===== config.mk =====
export PLATFORM = sky130hd
export DESIGN_NAME = kaipokrandt_memarb_flat
export DESIGN_NICKNAME = d
export VERILOG_FILES = /design/src/rtl/kaipokrandt_memarb_if.sv /design/src/rtl/kaipokrandt_memarb.sv /design/src/flat_wrapper.sv
export SDC_FILE = /design/constraint.sdc
export NUM_CORES = 1
export LEC_CHECK = 0
export CAP_MARGIN = 20
export CORE_ASPECT_RATIO = 1.4
export CORE_UTILIZATION = 45
export DETAILED_ROUTE_END_ITERATION = 7
export DONT_BUFFER_PORTS = 1
export MAX_ROUTING_LAYER = met4
export PLACE_DENSITY = 0.71
export SLEW_MARGIN = 20
export SYNTH_ARGS = -nofsm -noshare
export SYNTH_HDL_FRONTEND = slang
export SYNTH_SLANG_ARGS = --single-unit

===== constraint.sdc =====
create_clock -name clk -period 1.8 [get_ports clk]
set_input_delay 0.36 -clock clk [delete_from_list [all_inputs] [get_ports clk]]
set_output_delay 0.36 -clock clk [all_outputs]
set_load 0.01 [all_outputs]

===== src/rtl/kaipokrandt_memarb_if.sv =====
// kaipokrandt_memarb_if
// Enable-style memory bus: EN/RW/address/write-data from the initiator, read
// data and a completion pulse (MFC) back from the target. The same bus type
// connects each requester to the arbiter and the arbiter to the bmem.
//   EN     initiator -> target  request enable, held until MFC
//   RW     initiator -> target  read/write, bmem encoding
//   addr   initiator -> target  AW-bit address
//   wdata  initiator -> target  DW-bit write data (bmem datain)
//   rdata  target -> initiator  DW-bit read data (bmem dataout)
//   MFC    target -> initiator  completion
// Modports: master = initiator side, slave = target side.
interface kaipokrandt_memarb_if #(
  parameter int AW = 16,
  parameter int DW = 16
);
  logic          EN;
  logic          RW;
  logic [AW-1:0] addr;
  logic [DW-1:0] wdata;
  logic [DW-1:0] rdata;
  logic          MFC;

  modport master (output EN, RW, addr, wdata, input rdata, MFC);
  modport slave  (input EN, RW, addr, wdata, output rdata, MFC);
endinterface


===== src/rtl/kaipokrandt_memarb.sv =====
// kaipokrandt_memarb
// Shares one bmem between two requesters (port 0 = CPU, port 1 = loader/DMA).
// Requests are serialised through IDLE -> BUSY -> DONE -> GAP; a dead memory
// is abandoned after TIMEOUT cycles in BUSY and reported with err.
// Ports:
//   clk    in   system clock
//   reset  in   synchronous active-high reset
//   r0     slave  bus from requester 0 (rdata shared by both requesters)
//   r1     slave  bus from requester 1
//   mem    master bus to the bmem
//   err    out  one-cycle timeout pulse, coincident with the owner's MFC
//   gnt    out  one-hot owner, 2'b00 when idle
// Optional feature: define KAIPOKRANDT_ARB_RR_EN for round-robin arbitration
// on simultaneous requests; otherwise port 0 always wins.
module kaipokrandt_memarb #(
  parameter int AW      = 16,
  parameter int DW      = 16,
  parameter int TIMEOUT = 255
) (
  input  logic                  clk,
  input  logic                  reset,
  kaipokrandt_memarb_if.slave   r0,
  kaipokrandt_memarb_if.slave   r1,
  kaipokrandt_memarb_if.master  mem,
  output logic                  err,
  output logic [1:0]            gnt
);

  typedef enum logic [1:0] {S_IDLE, S_BUSY, S_DONE, S_GAP} state_t;

  localparam logic [7:0] LP_TIMEOUT = 8'(TIMEOUT);

  state_t        r_state, w_state;
  logic          r_mem_en, w_mem_en;
  logic          r_mem_rw, w_mem_rw;
  logic [AW-1:0] r_mem_addr, w_mem_addr;
  logic [DW-1:0] r_mem_wdata, w_mem_wdata;
  logic [DW-1:0] r_rdata, w_rdata;
  logic [1:0]    r_mfc, w_mfc;
  logic          r_err, w_err;
  logic [1:0]    r_gnt, w_gnt;
  logic [7:0]    r_cnt, w_cnt;
  logic          w_pick1;
  logic          w_done_entry;

`ifdef KAIPOKRANDT_ARB_RR_EN
  // r_last_p1 = 1 means port 1 was served last, so port 0 is preferred next.
  logic r_last_p1;

  // Pointer update on every entry to DONE (completion or timeout).
  always_ff @(posedge clk) begin
    if (reset) begin
      r_last_p1 <= 1'b1;
    end else if (w_done_entry) begin
      r_last_p1 <= r_gnt[1];
    end else begin
      r_last_p1 <= r_last_p1;
    end
  end

  assign w_pick1 = r1.EN & (~r0.EN | ~r_last_p1);
`else
  assign w_pick1 = r1.EN & ~r0.EN;
`endif

  // FSM state register.
  always_ff @(posedge clk) begin
    if (reset) begin
      r_state <= S_IDLE;
    end else begin
      r_state <= w_state;
    end
  end

  // Next-state and next-output logic; every output is taken from a register.
  always_comb begin
    w_state      = r_state;
    w_mem_en     = r_mem_en;
    w_mem_rw     = r_mem_rw;
    w_mem_addr   = r_mem_addr;
    w_mem_wdata  = r_mem_wdata;
    w_rdata      = r_rdata;
    w_mfc        = 2'b00;
    w_err        = 1'b0;
    w_gnt        = r_gnt;
    w_cnt        = r_cnt;
    w_done_entry = 1'b0;
    case (r_state)
      S_IDLE: begin
        if (r0.EN | r1.EN) begin
          w_state  = S_BUSY;
          w_mem_en = 1'b1;
          w_cnt    = 8'd0;
          if (w_pick1) begin
            w_gnt       = 2'b10;
            w_mem_rw    = r1.RW;
            w_mem_addr  = r1.addr;
            w_mem_wdata = r1.wdata;
          end else begin
            w_gnt       = 2'b01;
            w_mem_rw    = r0.RW;
            w_mem_addr  = r0.addr;
            w_mem_wdata = r0.wdata;
          end
        end else begin
          w_gnt = 2'b00;
        end
      end
      S_BUSY: begin
        w_cnt = r_cnt + 8'd1;
        // MFC is checked first so it wins over a coincident timeout.
        if (mem.MFC) begin
          w_state      = S_DONE;
          w_mem_en     = 1'b0;
          w_rdata      = mem.rdata;
          w_mfc        = r_gnt;
          w_done_entry = 1'b1;
        end else if (r_cnt == LP_TIMEOUT) begin
          w_state      = S_DONE;
          w_mem_en     = 1'b0;
          w_rdata      = {DW{1'b0}};
          w_mfc        = r_gnt;
          w_err        = 1'b1;
          w_done_entry = 1'b1;
        end else begin
          w_state = S_BUSY;
        end
      end
      S_DONE: begin
        w_state = S_GAP;
        w_gnt   = 2'b00;
      end
      S_GAP: begin
        w_state = S_IDLE;
      end
      default: begin
        w_state  = S_IDLE;
        w_mem_en = 1'b0;
        w_gnt    = 2'b00;
      end
    endcase
  end

  // Output and datapath registers.
  always_ff @(posedge clk) begin
    if (reset) begin
      r_mem_en    <= 1'b0;
      r_mem_rw    <= 1'b0;
      r_mem_addr  <= {AW{1'b0}};
      r_mem_wdata <= {DW{1'b0}};
      r_rdata     <= {DW{1'b0}};
      r_mfc       <= 2'b00;
      r_err       <= 1'b0;
      r_gnt       <= 2'b00;
      r_cnt       <= 8'd0;
    end else begin
      r_mem_en    <= w_mem_en;
      r_mem_rw    <= w_mem_rw;
      r_mem_addr  <= w_mem_addr;
      r_mem_wdata <= w_mem_wdata;
      r_rdata     <= w_rdata;
      r_mfc       <= w_mfc;
      r_err       <= w_err;
      r_gnt       <= w_gnt;
      r_cnt       <= w_cnt;
    end
  end

  assign mem.EN    = r_mem_en;
  assign mem.RW    = r_mem_rw;
  assign mem.addr  = r_mem_addr;
  assign mem.wdata = r_mem_wdata;
  assign r0.MFC    = r_mfc[0];
  assign r1.MFC    = r_mfc[1];
  assign r0.rdata  = r_rdata;
  assign r1.rdata  = r_rdata;
  assign err       = r_err;
  assign gnt       = r_gnt;

endmodule


===== src/flat_wrapper.sv =====
// flat-port wrapper written by rule: the top's interface ports become plain ports
module kaipokrandt_memarb_flat 
#(
  parameter int AW      = 16,
  parameter int DW      = 16,
  parameter int TIMEOUT = 255
)
  (clk, reset, err, gnt, r0_EN, r0_RW, r0_addr, r0_wdata, r0_rdata, r0_MFC, r1_EN, r1_RW, r1_addr, r1_wdata, r1_rdata, r1_MFC, mem_EN, mem_RW, mem_addr, mem_wdata, mem_rdata, mem_MFC);
  kaipokrandt_memarb_if #(.AW(AW), .DW(DW)) r0_i ();
  kaipokrandt_memarb_if #(.AW(AW), .DW(DW)) r1_i ();
  kaipokrandt_memarb_if #(.AW(AW), .DW(DW)) mem_i ();
  input  logic clk;
  input  logic reset;
  output logic err;
  output logic [1:0] gnt;
  input wire logic [$bits(r0_i.EN)-1:0] r0_EN;
  input wire logic [$bits(r0_i.RW)-1:0] r0_RW;
  input wire logic [$bits(r0_i.addr)-1:0] r0_addr;
  input wire logic [$bits(r0_i.wdata)-1:0] r0_wdata;
  output wire logic [$bits(r0_i.rdata)-1:0] r0_rdata;
  output wire logic [$bits(r0_i.MFC)-1:0] r0_MFC;
  input wire logic [$bits(r1_i.EN)-1:0] r1_EN;
  input wire logic [$bits(r1_i.RW)-1:0] r1_RW;
  input wire logic [$bits(r1_i.addr)-1:0] r1_addr;
  input wire logic [$bits(r1_i.wdata)-1:0] r1_wdata;
  output wire logic [$bits(r1_i.rdata)-1:0] r1_rdata;
  output wire logic [$bits(r1_i.MFC)-1:0] r1_MFC;
  output wire logic [$bits(mem_i.EN)-1:0] mem_EN;
  output wire logic [$bits(mem_i.RW)-1:0] mem_RW;
  output wire logic [$bits(mem_i.addr)-1:0] mem_addr;
  output wire logic [$bits(mem_i.wdata)-1:0] mem_wdata;
  input wire logic [$bits(mem_i.rdata)-1:0] mem_rdata;
  input wire logic [$bits(mem_i.MFC)-1:0] mem_MFC;
  assign r0_i.EN = r0_EN;
  assign r0_i.RW = r0_RW;
  assign r0_i.addr = r0_addr;
  assign r0_i.wdata = r0_wdata;
  assign r0_rdata = r0_i.rdata;
  assign r0_MFC = r0_i.MFC;
  assign r1_i.EN = r1_EN;
  assign r1_i.RW = r1_RW;
  assign r1_i.addr = r1_addr;
  assign r1_i.wdata = r1_wdata;
  assign r1_rdata = r1_i.rdata;
  assign r1_MFC = r1_i.MFC;
  assign mem_EN = mem_i.EN;
  assign mem_RW = mem_i.RW;
  assign mem_addr = mem_i.addr;
  assign mem_wdata = mem_i.wdata;
  assign mem_i.rdata = mem_rdata;
  assign mem_i.MFC = mem_MFC;
  kaipokrandt_memarb #(.AW(AW), .DW(DW), .TIMEOUT(TIMEOUT)) u_core (.clk(clk), .reset(reset), .r0(r0_i), .r1(r1_i), .mem(mem_i), .err(err), .gnt(gnt));
endmodule

==> results.md, run 1 <==
- Library cells used by synthesis: 44
- Antenna violations before repair: 0
- Post-CTS setup buffers: 0
- Detailed Route Iter0 Violations: 116
- Nets: 384
- PortBufs: 0
- Top post-synthesis cells by area: dfxtp_1, mux2i_1, a311oi_1
- Total power: 3710 µW
- Area leader, netlist: dfxtp_1
- Crit Path Max Fanout: 15
- Met3 GRT Util: 5.47%
- WL per Instance: 17.1 µm
- Ports: 158
- GR peak layer: met2
- Area growth, synth to finish: 4.89%
- Worst skew pair latency: 0.33 ns
- Die Span Y: 99.4 µm
- Fin Hold WS: 0.0896 ns
- Post-route insts no fill: 374
- Sum of negative setup slack: 0 ns
- Net Count, Synth: 410
- Grt met2 use: 29.0%
- Cells after DPL: 359
- Most frequent cells in the layout: dfxtp_1, a21oi_1, mux2i_1, a311oi_1, nor2_1
- Max Cap Viol: 0
- CTS Buf Count: 9
- Hold crit path type: in -> reg
- Slew @ Worst Pin: 0.498 ns
- Yosys reg bits: 65
- Asr flop ratio synth: 0%
- CTS clock-pin slew for the worst setup and hold paths: 0.07 ns
- GPL Wtd Cong: 0.744
- Worst Setup End Kind: flip-flop
- Critical path class: reg -> reg
- Area of the core: 6570 µm²
- Drt first pass iters: 4
- GRT Overall Usage: 17.9%
- Pleak: 0.00132 µW
- Filler instances: 633
- CP required: 2.02 ns
- Pwr/cell area: 1160 nW/µm²
- Top cell type's share of synthesized area: 42.7%
- Chip width: 71.6 µm
- Final hold violations: 0
- CTS tree: yes
- Post-DRT Antenna Nets: 0
- HPWL Detailed: 4380 µm
- Startpoint types: flip-flop
- VDD IR max: 0.605 mV
- Vias per cell: 6.26
- Clk sinks: 65
- Maximum root-to-sink buffer count: 2
- Skew final: 0.00795 ns
- Vias in the first global route: 1997
- Max_slew headroom: 66.8%
- Vias post-DR: 2343
- GRT overflow: 0
- Largest net degree at the start of global routing: 50
- R2r setup slk: 0.22 ns
- Setup violators final: 0
- H-Tree Depth: 3
- CTS Root Buffer Type: clkbuf_8
- Fmax: 634 MHz
- # diodes: 0
- CTS resizes: 0
- Slew Limit Fails: 0
- Met1 Resource Use GR: 19.7%
- Post-synth EDFFs: 0
- Global-route wire length before repair: 9680 µm
- Num rows: 35
- Layout cell share with drive strength beyond 1: 11.7%
- Post-CTS Hold Fix Bufs: 0
- Area of the mapped netlist: 3050 µm²
- Post-synth top flop: dfxtp_1
- Initial core utilization: 46.4%
- Final period util: 87.6%
- Seq/Total Area, Yosys: 42.7%
- Synthesized netlist cell count: 322
- Status: complete, no violations
- Yosys warning count: 0
- DR DRC count: 0
- CP arrival: 1.79 ns
- Mapped Avg Cell Area: 9.47 µm²
- Post-Route WL: 6400 µm
- Final Critical Period: 1.58 ns
- Most common cell after layout, fill and taps aside: dfxtp_1
- RSZ-0062 raised after global routing: no
- Die footprint: 7110 µm²
## kinds of logic after synthesis
family          Yosys count  share of synthesized area [%]
compound gates          108                           24.8
mux                      36                           11.9
fa+ha+maj                 1                          0.410
simple gates             62                           10.3
buf+inv                  50                           9.89
flops                    65                           42.7
## worst paths after layout
| kind | startpoint | endpoint | cells past startpoint |
|---|---|---|---|
| worst max-delay path | u_core.r_cnt[0]$_SDFFE_PP0P_ | u_core.r0.rdata[0]$_SDFFE_PP0P_ | 5 |
| worst min-delay path | reset | u_core.r_cnt[3]$_SDFFE_PP0P_ | 1 |
| worst max register to register | u_core.r_cnt[0]$_SDFFE_PP0P_ | u_core.r0.rdata[0]$_SDFFE_PP0P_ | 5 |
| worst min register to register | u_core.r_cnt[6]$_SDFFE_PP0P_ | u_core.r_cnt[6]$_SDFFE_PP0P_ | 2 |
## layer usage
layer,vias to the layer above,wire (µm)
met5,-,0
met2,130,3090
li1,1151,-
met3,14,560
met4,0,130
met1,1048,2620
## sequential cells by signal (all words and copies together) (netlist names), named ones only
| name | count |
|---|---|
| u_core.mem.addr | 16 |
| u_core.mem.wdata | 16 |
| u_core.r0.rdata | 16 |
| u_core.r_cnt | 8 |
| u_core.gnt | 2 |
| u_core.r_mfc | 2 |
| u_core.err | 1 |
| u_core.mem.EN | 1 |
| u_core.mem.RW | 1 |
| u_core.r_state | 1 |
## area by class of cell
| class | count | area, µm² | area share (%) |
|---|---|---|---|
| tap | 74 | 92.6 | 2.90 |
| clock inverter | 4 | 76.3 | 2.39 |
| inverter | 2 | 7.51 | 0.235 |
| clock buffer | 11 | 151 | 4.74 |
| multi-input combinational | 207 | 1450 | 45.3 |
| timing repair buffer | 11 | 120 | 3.76 |
| sequential | 65 | 1300 | 40.7 |
## critical path, stage by stage, from the launching register on
cell	delay (ns)
dfxtp_1	0.38
ha_1	0.28
nand3_1	0.21
o41ai_4	0.26
buf_4	0.26
nor3_1	0.08
## power breakdown
group          switching (µW)  internal (µW)  leakage, µW
Sequential                200           1590     0.000536
Clock                     538            850     0.000112
Combinational             295            234     0.000672
## through the flow
step	utilization (%)	instance area [µm²]	worst slack [ns]
floorplan	-	3050	0.328
finish	48.7	3200	0.224
detailed placement	45.2	2970	0.226
CTS	48.7	3200	0.224
global route	48.7	3200	0.0730
global placement	45.2	2970	0.285
## synth_stat cells (2+ instances only)
cell,count
a211oi_1,2
buf_2,13
nand3_1,3
o21ai_0,3
o211a_1,2
mux2_2,2
clkbuf_1,12
buf_4,18
or3_1,2
dfxtp_1,65
a21oi_1,51
nor2_1,22
o21bai_1,2
nand2_1,6
nor3_1,18
buf_6,4
a41oi_1,2
a311oi_1,34
and3_1,3
mux2i_1,34
Power figures use the tool's default switching activity.
==> inputs of run 2 (changes only) <==
--- a/config.mk
+++ b/config.mk
@@ -5,13 +5,13 @@
 export SDC_FILE = /design/constraint.sdc
 export NUM_CORES = 1
 export LEC_CHECK = 0
+export BUFFER_PORTS_ARGS = -buffer_cell sky130_fd_sc_hd__buf_2
 export CAP_MARGIN = 20
 export CORE_ASPECT_RATIO = 1.4
 export CORE_UTILIZATION = 45
 export DETAILED_ROUTE_END_ITERATION = 7
-export DONT_BUFFER_PORTS = 1
 export MAX_ROUTING_LAYER = met4
-export PLACE_DENSITY = 0.71
+export PLACE_DENSITY = 0.91
 export SLEW_MARGIN = 20
 export SYNTH_ARGS = -nofsm -noshare
 export SYNTH_HDL_FRONTEND = slang
==> run 2 against run 1 <==
Compared with the run above:
- power up 7.5%
- count of clock-buffer cells in the layout up 1
- register-to-register slack worse by 0.02 ns
- maximum frequency down 1.2%
- critical path depth down 1
==> results.md, run 2 (synthesized netlist as in run 1, its figures left out) <==
- Critical path class: reg -> reg
- Area of the core: 6570 µm² (unchanged)
- Setup violators final: 0 (unchanged)
- Status: complete, no violations
- Fmax: 627 MHz (-1.2%)
- Buf/Inv on CP: 1 (unchanged)
- Area growth, synth to finish: 30.7%
- Num rows: 35 (unchanged)
- Crit Path Max Fanout: 15 (unchanged)
- Final core utilization: 60.7% (+12 points)
- CP arrival: 1.84 ns (+0.05 ns)
- Pre-CTS setup slack: 0.228 ns (+0.00156 ns)
- CTS tree: yes
- Multi-input gate area: 1450 µm² (unchanged)
- Vias post-DR: 2988 (+28%)
- CP Cell Sequence: nor2b_1 -> buf_4 -> a21oi_1 -> nor3_1
- RSZ-0062 raised after global routing: no
- Chip width: 71.6 µm (unchanged)
- GRT Overall Usage: 22.7% (+4.8 points)
- GPL Wtd Cong: 0.908 (+22%)
- Initial core utilization: 46.4% (unchanged)
- Worst skew pair latency: 0.33 ns (about the same)
- Storage element area: 1300 µm² (unchanged)
- Critical path's slowest cell: dfxtp_1
- Antenna violations before repair: 0 (unchanged)
- GRT overflow: 0 (unchanged)
- Pwr/cell area: 1000 nW/µm² (-14%)
- Ports: 158 (unchanged)
- H-Tree Depth: 3 (unchanged)
- Slew @ Worst Pin: 0.447 ns (-0.0511 ns)
- # diodes: 0 (unchanged)
- CP peak stage delay: 0.50 ns (+0.12 ns)
- CTS Root Buffer Type: clkbuf_8
- VDD IR max: 0.603 mV (-0.31%)
- Max Cap Viol: 0 (unchanged)
- CTS Buf Count: 9 (unchanged)
- Drt first pass iters: 4 (unchanged)
- DR DRC count: 0 (unchanged)
- Worst Setup End Kind: flip-flop
- Vias per cell: 5.62 (-10%)
- Post-CTS setup buffers: 0 (unchanged)
- Hold crit path type: in -> reg
- CTS resizes: 0 (unchanged)
- HPWL Detailed: 5590 µm (+28%)
- Die footprint: 7110 µm² (unchanged)
- Crit path max-delay family: simple AND/OR/NAND/NOR gates
- Largest net degree at the start of global routing: 67 (+34%)
- WL per Instance: 14.1 µm (-17%)
- CP required: 2.05 ns (+0.03 ns)
- Final period util: 88.6% (+1.0 points)
- Post-route insts no fill: 532 (+42%)
- R2r setup slk: 0.21 ns (-0.02 ns)
- Final hold violations: 0 (unchanged)
- Global-route wire length before repair: 12400 µm (+28%)
- Nets: 541 (+41%)
- Pleak: 0.00201 µW (+53%)
- PortBufs: 157 (+157)
- Clk sinks: 65 (unchanged)
- Detailed Route Iter0 Violations: 178 (+53%)
- Post-DRT Antenna Nets: 0 (unchanged)
- Layout cell share with drive strength beyond 1: 41.9% (+30 points)
- Most frequent cells in the layout: buf_2, dfxtp_1, a21oi_1, mux2i_1, a311oi_1
- Final Critical Period: 1.59 ns (+0.0184 ns)
- Fin worst setup slack: 0.205 ns (-0.0184 ns)
- Die Span Y: 99.4 µm (unchanged)
- Maximum root-to-sink buffer count: 2 (unchanged)
- Startpoint types: flip-flop
- Post-Route WL: 7520 µm (+17%)
- Filler instances: 532 (-16%)
- Skew final: 0.00621 ns (-0.00174 ns)
- Slew Limit Fails: 0 (unchanged)
- Most common cell after layout, fill and taps aside: buf_2
- Vias in the first global route: 2729 (+37%)
- Post-CTS Hold Fix Bufs: 0 (unchanged)
- CTS clock-pin slew for the worst setup and hold paths: 0.07 ns (about the same)
- Fin Hold WS: 0.296 ns (+0.206 ns)
- Sum of negative setup slack: 0 ns (unchanged)
- Max_slew headroom: 70.2% (+3.4 points)
- Cells after DPL: 516 (+44%)
run 2: changes by cell type in the layout (fill, tap and decap cells not counted):
cell	previous run	this run
clkinvlp_4	1	2
clkinv_4	1	0
clkbuf_1	0	1
buf_2	0	157
run 2: worst paths after layout:
check	cells after the start	to	startpoint
hold reg to reg	1	u_core.r_mfc[1]$_SDFF_PP0_	u_core.gnt[1]$_SDFFE_PP0P_
hold / removal	3	u_core.r0.rdata[4]$_SDFFE_PP0P_	mem_rdata[4]
setup / recovery	4	u_core.r0.rdata[10]$_SDFFE_PP0P_	u_core.r_state[0]$_SDFFE_PP0P_
setup reg to reg	4	u_core.r0.rdata[10]$_SDFFE_PP0P_	u_core.r_state[0]$_SDFFE_PP0P_
run 2: through the flow:
stage                     power (µW)  area, µm²
after global placement          2590       3750
after detailed placement        2620       3750
after global routing            4200       3990
final                           3990       3990
after floorplan                 2290       3050
after CTS                       4020       3990
run 2: layout make-up:
| type | count | share of cell area [%] |
|---|---|---|
| clock buffer | 12 | 3.89 |
| inverter | 2 | 0.188 |
| clock inverter | 4 | 1.88 |
| multi-input combinational | 207 | 36.3 |
| timing repair buffer | 168 | 22.7 |
| tap | 74 | 2.32 |
| sequential | 65 | 32.7 |
run 2: where the power goes:
| group | internal (µW) | total (µW) | switching, µW | leakage (µW) |
|---|---|---|---|---|
| Sequential | 1590 | 1690 | 99.5 | 0.000536 |
| Clock | 856 | 1390 | 537 | 0.000109 |
| Combinational | 405 | 904 | 500 | 0.00137 |
| Total | 2850 | 3990 | 1140 | 0.00201 |
run 2: routing by layer:
layer,track usage [%],wire length (µm),part of all wire [%],vias to the layer above
li1,-,-,-,1462
met1,23.8,2900,39,1349
met2,40.2,3930,52,164
met3,4.96,540,7.2,13
met4,10.4,148,2.0,0
met5,-,0,0,-
run 2: tightest hold or removal path, stage by stage:
cell    delay (ns)
buf_2         0.08
nor2_1        0.03
nor3_1        0.11
